--- src/rtl/io_pkg.sv ---
// Shared definitions for the memory-mapped I/O port unit.
//   - Address offsets (addr[7:0]) of every register the CPU can reach.
//   - Display FSM state encoding.
//   - 7-segment constants and the BCD-to-segment lookup.
// Segment codes are active-low {g,f,e,d,c,b,a}.
package io_pkg;

  localparam logic [7:0] ADDR_OUT0 = 8'h80;
  localparam logic [7:0] ADDR_OUT1 = 8'h84;
  localparam logic [7:0] ADDR_DISP = 8'h88;
  localparam logic [7:0] ADDR_STAT = 8'h8C;
  localparam logic [7:0] ADDR_IN0  = 8'hC0;
  localparam logic [7:0] ADDR_IN1  = 8'hC4;

  localparam logic [6:0] SEG_BLANK = 7'b1111111;
  localparam logic [6:0] SEG_DASH  = 7'b0111111;
  localparam logic [6:0] SEG_ZERO  = 7'b1000000;

  typedef enum logic [1:0] {
    ST_IDLE   = 2'd0,
    ST_SHIFT  = 2'd1,
    ST_COMMIT = 2'd2
  } disp_state_e;

  function automatic logic [6:0] bcd_to_seg(input logic [3:0] digit);
    logic [6:0] seg;
    case (digit)
      4'd0:    seg = 7'b1000000;
      4'd1:    seg = 7'b1111001;
      4'd2:    seg = 7'b0100100;
      4'd3:    seg = 7'b0110000;
      4'd4:    seg = 7'b0011001;
      4'd5:    seg = 7'b0010010;
      4'd6:    seg = 7'b0000010;
      4'd7:    seg = 7'b1111000;
      4'd8:    seg = 7'b0000000;
      4'd9:    seg = 7'b0010000;
      default: seg = SEG_BLANK;
    endcase
    return seg;
  endfunction

endpackage

--- src/rtl/bin2bcd_seq.sv ---
// Sequential binary-to-BCD converter (shift-add-3, one bit per clock).
// Ports:
//   clock, resetn : system clock, asynchronous active-low reset
//   start         : load `value` on this edge and begin converting
//   value         : binary input, DISP_W bits
//   busy          : iterations in progress
//   done          : high during the cycle whose closing edge performs the
//                   last iteration; bcd is final right after that edge
//   bcd           : six BCD digits, digit 0 in bcd[3:0]
module bin2bcd_seq
  import io_pkg::*;
#(
  parameter int DISP_W = 20
) (
  input  logic              clock,
  input  logic              resetn,
  input  logic              start,
  input  logic [DISP_W-1:0] value,
  output logic              busy,
  output logic              done,
  output logic [23:0]       bcd
);

  // Every 3 binary bits need at most one decimal digit; keep at least the
  // six digits that are exported.
  localparam int NDIG_RAW = (DISP_W + 2) / 3;
  localparam int NDIG     = (NDIG_RAW < 6) ? 6 : NDIG_RAW;
  localparam int BCD_W    = 4 * NDIG;
  localparam int CNT_W    = (DISP_W > 1) ? $clog2(DISP_W) : 1;
  localparam logic [CNT_W-1:0] CNT_LAST = CNT_W'(DISP_W - 1);

  logic [DISP_W-1:0] bin_q, bin_d;
  logic [BCD_W-1:0]  bcd_q, bcd_d, adj;
  logic [CNT_W-1:0]  cnt_q, cnt_d;
  logic              busy_q, busy_d;

  // Add 3 to every digit that is 5 or more before the next left shift.
  genvar gi;
  generate
    for (gi = 0; gi < NDIG; gi++) begin : g_adj
      assign adj[4*gi +: 4] = (bcd_q[4*gi +: 4] >= 4'd5) ? (bcd_q[4*gi +: 4] + 4'd3)
                                                         : bcd_q[4*gi +: 4];
    end
  endgenerate

  always_comb begin
    bin_d  = bin_q;
    bcd_d  = bcd_q;
    cnt_d  = cnt_q;
    busy_d = busy_q;
    if (start) begin
      bin_d  = value;
      bcd_d  = '0;
      cnt_d  = '0;
      busy_d = 1'b1;
    end else if (busy_q) begin
      bcd_d = {adj[BCD_W-2:0], bin_q[DISP_W-1]};
      bin_d = bin_q << 1;
      if (cnt_q == CNT_LAST) begin
        busy_d = 1'b0;
      end else begin
        cnt_d = cnt_q + 1'b1;
      end
    end
  end

  always_ff @(posedge clock or negedge resetn) begin
    if (!resetn) begin
      bin_q  <= '0;
      bcd_q  <= '0;
      cnt_q  <= '0;
      busy_q <= 1'b0;
    end else begin
      bin_q  <= bin_d;
      bcd_q  <= bcd_d;
      cnt_q  <= cnt_d;
      busy_q <= busy_d;
    end
  end

  assign busy = busy_q;
  assign done = busy_q && (cnt_q == CNT_LAST);
  assign bcd  = bcd_q[23:0];

  // The top digit's carry-out cannot occur for in-range values.
  logic unused_adj_msb;
  assign unused_adj_msb = adj[BCD_W-1];

endmodule

--- src/rtl/io_port_unit.sv ---
// Memory-mapped I/O responder between the CPU data bus and board I/O.
// Ports:
//   clock, resetn       : system clock, asynchronous active-low reset
//   addr, we, wdata     : CPU store/load interface (addr[7:2] decoded)
//   rdata               : combinational load data
//   in_port0/1          : raw asynchronous switch banks (synced + debounced)
//   out_port0/1         : output registers
//   hex0..hex5          : active-low 7-segment digits, hex0 least significant
//   disp_busy           : display conversion in progress
module io_port_unit
  import io_pkg::*;
#(
  parameter int PORT_W          = 10,
  parameter int DEBOUNCE_CYCLES = 4,
  parameter int DISP_W          = 20
) (
  input  logic              clock,
  input  logic              resetn,
  input  logic [31:0]       addr,
  input  logic              we,
  input  logic [31:0]       wdata,
  output logic [31:0]       rdata,
  input  logic [PORT_W-1:0] in_port0,
  input  logic [PORT_W-1:0] in_port1,
  output logic [PORT_W-1:0] out_port0,
  output logic [PORT_W-1:0] out_port1,
  output logic [6:0]        hex0,
  output logic [6:0]        hex1,
  output logic [6:0]        hex2,
  output logic [6:0]        hex3,
  output logic [6:0]        hex4,
  output logic [6:0]        hex5,
  output logic              disp_busy
);

  localparam int DB_CW = $clog2(DEBOUNCE_CYCLES);
  localparam logic [DB_CW-1:0] DB_LAST = DB_CW'(DEBOUNCE_CYCLES - 1);
  localparam logic [63:0] DISP_MAX = 64'd999999;

  // ---------------- input synchronizer + debouncer, one per bank ----------------
  logic [1:0][PORT_W-1:0] in_raw, in_deb;
  assign in_raw = {in_port1, in_port0};

  genvar gi;
  generate
    for (gi = 0; gi < 2; gi++) begin : g_deb
      logic [PORT_W-1:0] sync1_q, sync2_q;
      logic [PORT_W-1:0] cand_q, cand_d, deb_q, deb_d;
      logic [DB_CW-1:0]  cnt_q, cnt_d;

      // Any difference restarts the stability count, so a glitch shorter
      // than the full count is simply forgotten.
      always_comb begin
        cand_d = cand_q;
        cnt_d  = cnt_q;
        deb_d  = deb_q;
        if (sync2_q != cand_q) begin
          cand_d = sync2_q;
          cnt_d  = '0;
        end else if (cnt_q == DB_LAST) begin
          deb_d = cand_q;
        end else begin
          cnt_d = cnt_q + 1'b1;
        end
      end

      always_ff @(posedge clock or negedge resetn) begin
        if (!resetn) begin
          sync1_q <= '0;
          sync2_q <= '0;
          cand_q  <= '0;
          cnt_q   <= '0;
          deb_q   <= '0;
        end else begin
          sync1_q <= in_raw[gi];
          sync2_q <= sync1_q;
          cand_q  <= cand_d;
          cnt_q   <= cnt_d;
          deb_q   <= deb_d;
        end
      end

      assign in_deb[gi] = deb_q;
    end
  endgenerate

  // ---------------- CPU-visible registers ----------------
  logic [PORT_W-1:0] out0_q, out0_d, out1_q, out1_d;
  logic [DISP_W-1:0] disp_q, disp_d;
  logic              wr_out0, wr_out1, wr_disp;

  assign wr_out0 = we && (addr[7:2] == ADDR_OUT0[7:2]);
  assign wr_out1 = we && (addr[7:2] == ADDR_OUT1[7:2]);
  assign wr_disp = we && (addr[7:2] == ADDR_DISP[7:2]);

  always_comb begin
    out0_d = wr_out0 ? wdata[PORT_W-1:0] : out0_q;
    out1_d = wr_out1 ? wdata[PORT_W-1:0] : out1_q;
    disp_d = wr_disp ? wdata[DISP_W-1:0] : disp_q;
  end

  always_comb begin
    rdata = '0;
    case (addr[7:2])
      ADDR_OUT0[7:2]: rdata = 32'(out0_q);
      ADDR_OUT1[7:2]: rdata = 32'(out1_q);
      ADDR_DISP[7:2]: rdata = 32'(disp_q);
      ADDR_STAT[7:2]: rdata = {31'b0, disp_busy};
      ADDR_IN0[7:2]:  rdata = 32'(in_deb[0]);
      ADDR_IN1[7:2]:  rdata = 32'(in_deb[1]);
      default:        rdata = '0;
    endcase
  end

  // ---------------- display FSM ----------------
  disp_state_e       state_q, state_d;
  logic              pending_q, pending_d;
  logic              sat_q, sat_d;
  logic [5:0][6:0]   hex_q, hex_d, hex_new;
  logic              conv_start, conv_busy, conv_done;
  logic [23:0]       conv_bcd;

  bin2bcd_seq #(.DISP_W(DISP_W)) u_bin2bcd (
    .clock  (clock),
    .resetn (resetn),
    .start  (conv_start),
    .value  (disp_q),
    .busy   (conv_busy),
    .done   (conv_done),
    .bcd    (conv_bcd)
  );

  // Segment image of the finished conversion, with leading zeros blanked
  // from the top down; digit 0 is always shown.
  always_comb begin
    logic       seen;
    logic [3:0] digit;
    seen    = 1'b0;
    digit   = '0;
    hex_new = '0;
    for (int i = 5; i >= 0; i--) begin
      digit = conv_bcd[4*i +: 4];
      if ((digit != 4'd0) || (i == 0)) seen = 1'b1;
      hex_new[i] = seen ? bcd_to_seg(digit) : SEG_BLANK;
    end
    if (sat_q) hex_new = {6{SEG_DASH}};
  end

  always_comb begin
    state_d    = state_q;
    pending_d  = pending_q;
    sat_d      = sat_q;
    hex_d      = hex_q;
    conv_start = 1'b0;
    case (state_q)
      ST_IDLE: begin
        if (pending_q) begin
          conv_start = 1'b1;
          pending_d  = 1'b0;
          sat_d      = 64'(disp_q) > DISP_MAX;
          state_d    = ST_SHIFT;
        end
      end
      ST_SHIFT: begin
        if (conv_done) state_d = ST_COMMIT;
      end
      ST_COMMIT: begin
        // The finished (possibly stale) result is always published first;
        // a newer value then restarts the converter straight away.
        hex_d = hex_new;
        if (pending_q) begin
          conv_start = 1'b1;
          pending_d  = 1'b0;
          sat_d      = 64'(disp_q) > DISP_MAX;
          state_d    = ST_SHIFT;
        end else begin
          state_d = ST_IDLE;
        end
      end
      default: state_d = ST_IDLE;
    endcase
    // A write landing on the same edge as a restart must not be lost.
    if (wr_disp) pending_d = 1'b1;
  end

  always_ff @(posedge clock or negedge resetn) begin
    if (!resetn) begin
      out0_q    <= '0;
      out1_q    <= '0;
      disp_q    <= '0;
      state_q   <= ST_IDLE;
      pending_q <= 1'b0;
      sat_q     <= 1'b0;
      hex_q     <= {{5{SEG_BLANK}}, SEG_ZERO};
    end else begin
      out0_q    <= out0_d;
      out1_q    <= out1_d;
      disp_q    <= disp_d;
      state_q   <= state_d;
      pending_q <= pending_d;
      sat_q     <= sat_d;
      hex_q     <= hex_d;
    end
  end

  assign out_port0 = out0_q;
  assign out_port1 = out1_q;
  assign disp_busy = (state_q != ST_IDLE);
  assign hex0 = hex_q[0];
  assign hex1 = hex_q[1];
  assign hex2 = hex_q[2];
  assign hex3 = hex_q[3];
  assign hex4 = hex_q[4];
  assign hex5 = hex_q[5];

  // Address bits outside the word decode, upper store data and the
  // converter's own busy flag are intentionally not consumed.
  logic unused_bits;
  assign unused_bits = ^{addr[31:8], addr[1:0], wdata, conv_busy};

endmodule
--- config.mk ---
export PLATFORM = sky130hd
export DESIGN_NAME = io_port_unit
export DESIGN_NICKNAME = d
export VERILOG_FILES = /design/src/rtl/io_pkg.sv /design/src/rtl/bin2bcd_seq.sv /design/src/rtl/io_port_unit.sv
export SDC_FILE = /design/constraint.sdc
export NUM_CORES = 1
export LEC_CHECK = 0
export ABC_CLOCK_PERIOD_IN_PS = 3600
export BUFFER_PORTS_ARGS = -buffer_cell sky130_fd_sc_hd__buf_2
export CORE_AREA = 8 8 193 195
export CTS_CLUSTER_SIZE = 40
export DETAILED_ROUTE_END_ITERATION = 12
export DIE_AREA = 0 0 201 203
export PLACE_DENSITY_LB_ADDON = 0.05
export SLEW_MARGIN = 10
export SYNTH_ARGS = -nofsm -noshare
export SYNTH_HDL_FRONTEND = slang
export SYNTH_SLANG_ARGS = --single-unit
--- constraint.sdc ---
create_clock -name clock -period 3.6 [get_ports clock]
set_clock_uncertainty 0.15 [all_clocks]
set_input_delay 0 -clock clock [delete_from_list [all_inputs] [get_ports clock]]
set_output_delay 0 -clock clock [all_outputs]
set_load 0.005 [all_outputs]
==> reports/results.ini <==
[sta]
fin_crit_ns=2.25
fmax_ghz=0.444
hold_viol=0
slew_violations=0
layout_setup_ws_ns=1.35
max_slew.worst_pin.slew_ns=0.864
period_share_pct=62.6
rsz0062_at_grt=false
final-setup-viol-count=0
max-slew-margin-rel_pct=42.2
finalSetupTns_ns=0

[worst_setup_path]
critPathLaunchType=flop
crit_fanout=7
path_class=reg -> reg
worstPathArrival_ns=2.59
required_ns=3.93
cp-end-kind=flop

[global_routing]
grt_busiest_layer=met2
grt_util_all_layers_pct=12.6
grt_pass1_wl_microns=42000
use_met3_pct=3.09
grt_pass1_vias=7393
use_met2_pct=20.6
overflow=0
grt_antenna_before_repair=2
grt_max_degree=81
met1_usage_pct=16.7

[die]
start_util_pct=29.6
die_x_microns=201
io_pins=182
die_area_sq_mm=0.0408
rows=68
core_sq_mm=0.0341
die_h_microns=203

[placed_design]
dp_cells=1435
portBuffers=131
dpl_worst_slack_ns=1.33
dp_hpwl_microns=17800
place_congestion=0.750

[yosys]
yosys_warnings=0
ys_seq_area_share_pct=55.1
synthArstFlopShare_pct=100
synth_area_sq_mm=0.0101
synthCells=902
syn_avg_cell_area_sq_um=11.2
synth_edf_count=0
synthDistinctLibCells=56
synth_flop_cell=dfrtp_1
ys_ff_latch=220

[power_and_ir_drop]
fin_total_pwr_uw=8470
p_leak_uw=0.00576
p_per_area_mw_per_mm2=673
ir_worst_vdd_mv=0.418

[clock_network]
cts-hold-fix-buffers=63
cts_made_buffers=27
clock_latency_ns=0.54
clkSinkCount=220
cts_tree=yes
cts_root_buf=clkbuf_16
cts_setup_buffers=0
clk_pin_slew_worst_paths_ns=0.05
clockBufferDepth=3
cts_htree_levels=1
post_cts_resized=0

[routing]
routedWlPerCell_microns=16.8
vias=7013
via_per_inst=4.53
drtPass1Iterations=5
route.detailed.drc=0
wirelength_microns=25900
ant_nets=0
drt_iter0_markers=260

[hold_path]
worstHoldPathType=in -> async

[layout]
insertedDiodeCount=0
drive_gt1_share_pct=26.6
postLayoutCoreUtil_pct=36.8
final_cell_count_no_fill=1547
nets=1192
area_delta_synth_final_pct=24.7

[run]
cap_violations=0

[status]
status=completed

layout make-up:
class,instances,area [sq um]
sequential,220,5550
timing repair buffer,204,1410
inverter,23,86.3
tap,455,569
fill,3491,21500
clock inverter,3,30.0
clock buffer,46,787
multi-input combinational,596,4140
power breakdown:
part	switching, uW	internal, uW
clock network	1030	1480
registers	569	3070
logic	1210	1110
kinds of logic after synthesis:
logic type               count (synthesis)  share of synthesized area (%)
AO/OA/AOI/OAI                          175                           10.9
XOR/XNOR                                32                           2.78
adder cells (fa/ha/maj)                 33                           4.10
buffers and inverters                   97                           4.39
flip-flops                             220                           55.1
multiplexers                            97                           11.1
other                                    1                         0.0372
AND/OR/NAND/NOR                        247                           11.6
Yosys cell counts, types with 11 or more instances:
cell | instances | area [sq um]
dfrtp_1 | 184 | 4600
nor2_1 | 85 | 319
nand2_1 | 74 | 278
a21oi_1 | 56 | 280
o21ai_0 | 53 | 265
clkbuf_1 | 45 | 169
mux2_2 | 43 | 484
dfstp_2 | 36 | 946
mux2i_1 | 35 | 350
ha_1 | 33 | 413
xnor2_1 | 22 | 193
inv_1 | 21 | 78.8
mux2_4 | 19 | 285
nand2b_1 | 15 | 93.8
and2_1 | 14 | 87.6
nor3_1 | 14 | 70.1
buf_4 | 13 | 97.6
a211oi_1 | 12 | 90.1
nand3_1 | 12 | 60.1
buf_2 | 11 | 55.1
o22a_1 | 11 | 96.3
worst max-delay path, cell delays in order, from the launching register on:
cell	delay, ns
dfrtp_1	0.41
inv_1	0.18
ha_1	0.35
and2_1	0.22
nand4_2	0.19
o311ai_2	0.49
o22a_1	0.22
metrics by stage:
stage               hold slack, ns  instance area [sq um]
floorplan                   -0.446                  10100
global placement            -0.152                  11100
detailed placement          -0.159                  11100
CTS                         0.0356                  12600
global route                0.0527                  12600
finish                      0.0360                  12600
sequential cells by signal, indices dropped and copies added, names as in the netlist, 10 cells and up:
| name | count |
|---|---|
| u_bin2bcd.bcd_q | 24 |
| out_port1 | 10 |
| u_bin2bcd.bin_q | 20 |
| disp_q | 20 |
| g_deb.sync2_q | 20 |
| g_deb.cand_q | 20 |
| g_deb.deb_q | 20 |
| g_deb.sync1_q | 20 |
| out_port0 | 10 |
layer usage:
| layer | vias up | wire (microns) |
|---|---|---|
| li1 | 3447 | - |
| met1 | 3401 | 12000 |
| met2 | 129 | 12200 |
| met3 | 32 | 1300 |
| met4 | 4 | 478 |
| met5 | - | 19 |
final timing paths:
kind	startpoint	end	slack, ns	depth (start not counted)
min	resetn	hex3[2]$_DFFE_PN1N_	0.04	2
min in group clock	addr[7]	out_port1[0]$_DFFE_PN0P_	0.07	5
max	u_bin2bcd.bcd_q[21]$_DFFE_PN0P_	hex3[3]$_DFFE_PN1N_	1.35	6
max in group asynchronous	resetn	u_bin2bcd.busy$_DFF_PN0_	2.78	3
min reg2reg	g_deb[1].sync1_q[7]$_DFF_PN0_	g_deb[1].sync2_q[7]$_DFF_PN0_	0.19	0
max reg2reg	u_bin2bcd.bcd_q[21]$_DFFE_PN0P_	hex3[3]$_DFFE_PN1N_	1.35	6
layout by cell type (no fill, tap or decap), drive strengths merged, types with 3 or more instances in the layout:
cell and n:
clkinv 4, dfrtp 184, nor3b 5, xnor2 22, nor3 16, conb 12, o22a 11, a31oi 6
o31ai 3, mux2 62, nand4 9, buf 142, ha 33, nand2b 15, dlygate4sd3 62, clkbuf 46
xor2 10, o31a 3, a211oi 12, and2 14, mux2i 35, nand3 12, nor2b 4, a22oi 10
inv 22, o21ai 53, nand2 75, nor2 88, dfstp 36, a222oi 10, a21oi 56
Note: power is estimated with default switching activity, not from simulation.
